## src/rtl/trdb_packet_parser.sv

```systemverilog
// Trace packet link receiver: rebuilds length-prefixed packets from a byte stream
// and presents them, with decoded header fields, over a valid/ready handshake.
module trdb_packet_parser #(
  parameter int unsigned XLEN          = 32,
  parameter int unsigned PAYLOAD_BYTES = 32,
  parameter int unsigned CNT_W         = 16
) (
  input  logic                               clk_i,
  input  logic                               rst_i,
  input  logic [7:0]                         in_data_i,
  input  logic                               in_valid_i,
  output logic                               in_ready_o,
  input  logic                               flush_i,
  output logic                               pkt_valid_o,
  input  logic                               pkt_ready_i,
  output logic [8*PAYLOAD_BYTES-1:0]         pkt_payload_o,
  output logic [$clog2(PAYLOAD_BYTES):0]     pkt_length_o,
  output logic [1:0]                         pkt_format_o,
  output logic [1:0]                         pkt_subformat_o,
  output logic                               sync_branch_o,
  output logic [1:0]                         sync_priv_o,
  output logic [XLEN-1:0]                    sync_addr_o,
  output logic                               len_err_o,
  output logic [CNT_W-1:0]                   pkt_count_o,
  output logic [CNT_W-1:0]                   err_count_o
);

  localparam int unsigned LW = $clog2(PAYLOAD_BYTES) + 1;

  typedef enum logic [1:0] {IDLE, COLLECT, OUT} state_t;

  state_t                     state, state_next;
  logic [8*PAYLOAD_BYTES-1:0] payload;
  logic [LW-1:0]              len;
  logic [LW-1:0]              cnt;
  logic                       len_err;
  logic [CNT_W-1:0]           pkt_count;
  logic [CNT_W-1:0]           err_count;
  logic                       xfer;
  logic                       hdr_legal;
  logic                       last_byte;

  always_comb begin
    in_ready_o = (state != OUT);
    xfer       = in_valid_i && in_ready_o;
    hdr_legal  = (in_data_i != 8'd0) && (32'(in_data_i) <= PAYLOAD_BYTES);
    last_byte  = (cnt == len - LW'(1));
  end

  always_ff @(posedge clk_i) begin
    if (rst_i) state <= IDLE;
    else       state <= state_next;
  end

  always_comb begin
    state_next = state;
    unique case (state)
      IDLE:    if (xfer && hdr_legal) state_next = COLLECT;
      COLLECT: if (xfer && last_byte) state_next = OUT;
      OUT:     if (pkt_ready_i)       state_next = IDLE;
      default: state_next = IDLE;
    endcase
    if (flush_i) state_next = IDLE;
  end

  // flush_i suppresses every datapath update, so an aborted handshake is never counted.
  always_ff @(posedge clk_i) begin
    if (rst_i) begin
      payload   <= '0;
      len       <= '0;
      cnt       <= '0;
      len_err   <= 1'b0;
      pkt_count <= '0;
      err_count <= '0;
    end else begin
      len_err <= 1'b0;
      if (!flush_i) begin
        unique case (state)
          IDLE: begin
            if (xfer) begin
              if (hdr_legal) begin
                len     <= in_data_i[LW-1:0];
                payload <= '0;
                cnt     <= '0;
              end else begin
                len_err <= 1'b1;
                if (err_count != '1) err_count <= err_count + 1'b1;
              end
            end
          end
          COLLECT: begin
            if (xfer) begin
              payload[{cnt, 3'b000} +: 8] <= in_data_i;
              cnt                         <= cnt + 1'b1;
            end
          end
          OUT: begin
            if (pkt_ready_i && pkt_count != '1) pkt_count <= pkt_count + 1'b1;
          end
          default: ;
        endcase
      end
    end
  end

  always_comb begin
    pkt_valid_o     = 1'b0;
    pkt_payload_o   = '0;
    pkt_length_o    = '0;
    pkt_format_o    = '0;
    pkt_subformat_o = '0;
    sync_branch_o   = 1'b0;
    sync_priv_o     = '0;
    sync_addr_o     = '0;
    if (state == OUT) begin
      pkt_valid_o   = 1'b1;
      pkt_payload_o = payload;
      pkt_length_o  = len;
      pkt_format_o  = payload[1:0];
      if (payload[1:0] == 2'b11) begin
        pkt_subformat_o = payload[3:2];
        if (payload[3:2] == 2'b00) begin
          sync_branch_o = payload[4];
          sync_priv_o   = payload[6:5];
          sync_addr_o   = payload[XLEN+6:7];
        end
      end
    end
    len_err_o   = len_err;
    pkt_count_o = pkt_count;
    err_count_o = err_count;
  end

endmodule

```

## config.mk

```make
export PLATFORM = sky130hd
export DESIGN_NAME = trdb_packet_parser
export DESIGN_NICKNAME = d
export VERILOG_FILES = /design/src/rtl/trdb_packet_parser.sv
export SDC_FILE = /design/constraint.sdc
export NUM_CORES = 1
export LEC_CHECK = 0
export CORE_ASPECT_RATIO = 1.75
export CORE_MARGIN = 3
export CORE_UTILIZATION = 50
export CTS_CLUSTER_SIZE = 40
export DETAILED_ROUTE_END_ITERATION = 7
export PLACE_DENSITY = 0.93
export SYNTH_ARGS = -nofsm -noshare
export SYNTH_HDL_FRONTEND = slang
export SYNTH_SLANG_ARGS = --single-unit
```

## constraint.sdc

```tcl
create_clock -name clk_i -period 3.44 [get_ports clk_i]
set_clock_uncertainty 0.15 [all_clocks]
set_input_delay 0.688 -clock clk_i [delete_from_list [all_inputs] [get_ports clk_i]]
set_output_delay 0.688 -clock clk_i [all_outputs]
set_load 0.02 [all_outputs]
```

== Word level (Yosys, flattened, before mapping) ==
Index checks and enable logic that the tools add are counted.
Storage, ports and cells
  memory bits (writable): 0
  memories kept: 0
  register bits: 303
  output and inout bits: 336
  word-level logic and storage cells: 77
  bits in read-only memories: 0
  latch bits: 0
Cells by class
  shift operators: 2
  $mul: 0
  order comparisons: 1
  reductions and logical operators: 16
  equal/unequal tests: 13
  bitwise logic cells: 4
  add/sub/neg operators: 5
  div/mod/pow operators: 0
  muxes and demuxes: 29
Operator list (count)
  $mux W256: 4
  $pmux W256 S2: 1
  $bwmux W256: 1
  $shift A8 B11 Y256 const A: 1
  $shiftx A8 B11 Y256: 1
  $mux W32: 3
  $add A16 B1 Y16 const B: 2
  $ne A16 B16 Y1 const B: 2
  $mux W6: 4
  $mux W2: 9
  $ne A2 B2 Y1 const B: 7
  $pmux W6 S2: 1
  $neg A9 Y11: 1
  $reduce_and A5 Y1: 2
  $le A8 B6 Y1 const B: 1
  $reduce_bool A8 Y1: 1
  $add A6 B1 Y6 const B: 1
  $eq A6 B6 Y1: 1
  $pmux W2 S3: 1
  $reduce_and A3 Y1: 2
  $sub A6 B1 Y6 const B: 1
  $logic_and A1 B1 Y1: 5
  $mux W1: 5
  $eq A2 B2 Y1 const B: 2
  other kinds (7): 11

== Depth between registers and ports, before layout ==
  word-level depth: 5
  depth in mapped cells: 10

== Worst setup path after synthesis ==
Ideal clock, no wire load.
  path type: register -> output
  start point: reg state[1]
  end point: out sync_addr_o[10]
  stages on the path, launching flop included: 9
  path buffers: 2
  arrival: 2139 ps
  setup slack: 463 ps
  cell sequence: dfxtp_1 -> nand2b_1 -> clkbuf_1 -> inv_2 -> and2_1 -> nand2_1 -> nor3_1 -> clkbuf_1 -> and2_1
Between the ends
  longest elaborated chain between the ends: 2
RTL lines
  start, declared: RTL line 32  | state_t state, state_next;
  start signal, assigned: RTL line 52  | else state <= state_next;
  $eq A2 B2 Y1: RTL line 115  | if (state == OUT) begin
  $mux W32: RTL line 115
  end, declared: RTL line 22  | output logic [XLEN-1:0] sync_addr_o,
Every way passes these cells.

== Worst setup path after layout ==
  start point: reg state[0]
  end point: out pkt_subformat_o[0]
Between the ends
  longest elaborated chain between the ends: 2
RTL lines
  $eq A2 B2 Y1: RTL line 115
  $mux W2: RTL line 115
  end, declared: RTL line 19  | output logic [1:0] pkt_subformat_o,
Every way passes these cells.

==> qor.txt <==
Register area share after synthesis - 43.01%
Leak - 7.208 nW
CP Capture Type - output port
Tmin final - 3.330 ns
Met3 Usage GRT - 4.718%
Min-Delay Path Depth - 1
Share of the synthesized area in the top cell type - 43.01%
Post-Syn Area per Cell - 8.821 sq um
Iter 0 DRT Violations - 1297
Async SR Flop Fraction - 0%
Mapped Area - 0.01410 sq mm
Least-Margin Pin Slew - 0.9958 ns
# H-tree levels - 1
Clock-pin slew on the worst setup and hold paths - 0.07 ns
WS Path Type - flop to output port
Main synth FF type - dfxtp_1
HP Class - flop to flop
Fillers - 2027
FF-to-FF setup slack - 0.33 ns
Crit share post-route - 96.81%
Cell depth of the worst flop-to-flop path - 5
Hold Path End - payload[180]$_SDFFE_PP0P_
VDD IR-drop max - 0.4170 mV
CTS Buffer Depth - 3
Largest net degree at the start of global routing - 230
Die extent in x - 133.0 um
Std cell rows - 80
Antenna viol nets, final - 0
Fmax achieved - 300.3 MHz
TNS Setup - 0 ns
Worst path cell trace - nand2b_1, inv_4, buf_16, and2_4, and3_1, clkdlybuf4s50_1
Core Footprint - 0.02753 sq mm
DRC viols - 0
CTS tree - built
Initial antenna violation count - 1
Rel. slew slack - 33.10%
Most used routing layer - met2
TritonCTS buffer count - 26
Critical Path AT - 2.49 ns
TritonCTS Sinks - 303
Commonest non-fill, non-tap cell in the layout - clkdlybuf4s50_1
Nets - 1934
Cell taking the most area after synthesis - dfxtp_1
Maximum fanout along the worst path - 115
Final WL - 51.66 mm
Gr ovfl total - 0
Worst skew pair latency - 0.54 ns
Port-buffer cells - 348
Unique masters post-synth - 68
Router iterations before antenna repair - 6
Initial core utilization - 51.24%
Die footprint - 0.03034 sq mm
Crit-path slowest cell - clkdlybuf4s50_1
GPL Wtd Cong - 1.013
Synth top area cells - dfxtp_1 (43%), and2_1 (12%), a22o_1 (5.8%)
CP Launch Point - state[0]$_SDFFE_PP0P_
First-pass GRT wire length - 77.83 mm
CP Data Required Time - 2.60 ns
Met1 usage - 35.45%
Pins Over Slew Limit - 0
CP max stage delay - 0.61 ns
Most frequent cells in the layout - clkdlybuf4s50_1 (318), dfxtp_1 (303), and2_1 (259), nor2_1 (115), a22o_1 (94)
Boundary pin count - 349
Die Ht - 228.2 um
Layout cells sized above 1 - 8.014%
Vias in the first global route - 13820
Reg2reg start - cnt[2]$_SDFFE_PP0P_
Max_cap viols - 0
Number of synthesized register bits - 303
DR vias - 14300
Final Util - 69.55%
CP Launch Type - flop
Hold Startpoint - payload[180]$_SDFFE_PP0P_
# setup viols final - 0
Clock root buffer - clkbuf_16
Yosys warns - 0
Net Count, Synth - 1617
RSZ-0062 raised after global routing - no
Status - complete, no violations
Post-Synthesis Cells - 1599
RR Endpoint - payload[163]$_SDFFE_PP0P_
DPL Wire Length - 37.14 mm
Vias per cell - 6.208
Routed len/inst - 22.43 um
Final hold viol count - 0
Synth-to-layout area growth - 35.73%
Total Power - 6.915 mW
GRT Total Usage - 31.75%
Post-synth EDFFs - 0
Ant. Diodes - 0
Met2 GRT Util - 56.33%
PD cells - 361.2 mW/mm^2
## metrics by stage
| step | setup slack (ns) | hold slack (ns) | instances | area, sq um |
|---|---|---|---|---|
| floorplan | 0.4628 | 0.2742 | 1599 | 14100 |
| global placement | -0.1124 | 0.2870 | 2256 | 18120 |
| detailed placement | -0.2308 | 0.2904 | 2256 | 18120 |
| CTS | -0.1797 | 0.3093 | 2302 | 19050 |
| global route | 0.02650 | 0.3160 | 2303 | 19140 |
| finish | 0.1099 | 0.3062 | 2303 | 19140 |
## layout make-up
class                   instances  area [sq um]  share of cell area [%]
inverters                      48         182.7                  0.9542
clock inverters                12         162.7                  0.8496
repair buffers                413          4093                   21.38
flip-flops and latches        303          6066                   31.68
clock buffers                  34         752.0                   3.928
well taps                     369         461.7                   2.412
multi-input cells            1124          7427                   38.79
## cells by family after synthesis
| group | synth area share (%) |
|---|---|
| xor gates and xnor gates | 1.481 |
| and+or+nand+nor | 25.12 |
| adders and majority gates | 0.4435 |
| muxes | 0.6476 |
| AOI/OAI and AO/OA | 24.41 |
| DFF | 43.01 |
| buffers and inverters | 4.888 |
## synth_stat cells, types with 4 or more instances
cell type	n
nor2_1	118
a32oi_1	49
clkbuf_1	91
o2bb2ai_1	81
nor2b_1	7
or4_1	15
nand4_1	9
a21oi_1	28
nor4_1	11
nand3_1	51
nor3b_1	7
or3_1	11
o31ai_1	17
and2_1	265
o21ai_0	34
mux2i_1	8
nand2b_1	11
a22oi_1	16
a22o_1	94
nor3_1	19
ha_1	5
o211ai_1	55
buf_1	9
or2_2	7
and4_1	4
a31oi_1	7
nand2_1	94
xnor2_1	20
a211o_1	6
a21o_1	4
inv_1	47
and3_1	6
buf_2	20
dfxtp_1	303
or3b_2	4
o22ai_1	17
## where the power goes
group | switching (mW) | internal (mW) | total [mW]
Clock | 1.32 | 1.84 | 3.16
Sequential | 0.00402 | 3.51 | 3.51
Combinational | 0.175 | 0.0675 | 0.243
## critical path: cells and delay by family (launching register included)
family | cells | cell delay [ns]
buf+inv | 3 | 1.01
simple gates | 3 | 0.59
flops | 1 | 0.33
## worst max-delay path by stage
stage	cells after the start	end
floorplan	8	sync_addr_o[10]
global placement	7	payload[127]$_SDFFE_PP0P_
detailed placement	7	payload[107]$_SDFFE_PP0P_
CTS	8	sync_addr_o[19]
global route	6	pkt_subformat_o[0]
finish	6	pkt_subformat_o[0]
## state kept, by name, summed over array words and instances, names as in the netlist
signal / cells
err_count_o: 16
state: 2
len_err_o: 1
pkt_count_o: 16
cnt: 6
len: 6
payload: 256
## per-layer routing
layer | vias up | routed length [um]
li1 | 6426 | -
met1 | 6805 | 18390
met2 | 860 | 25960
met3 | 205 | 3927
met4 | 0 | 3380
met5 | - | 0
## what timing repair did
action | 4_1_cts | 5_1_grt
setup endpoints to repair | 46 | 202
hold endpoints to repair | 0 | 0
gates cloned | 0 | 1
hold buffers | 0 | 0
buffers inserted | 0 | 0
resized for setup | 17 | 24
Power figures use the tool's default switching activity.
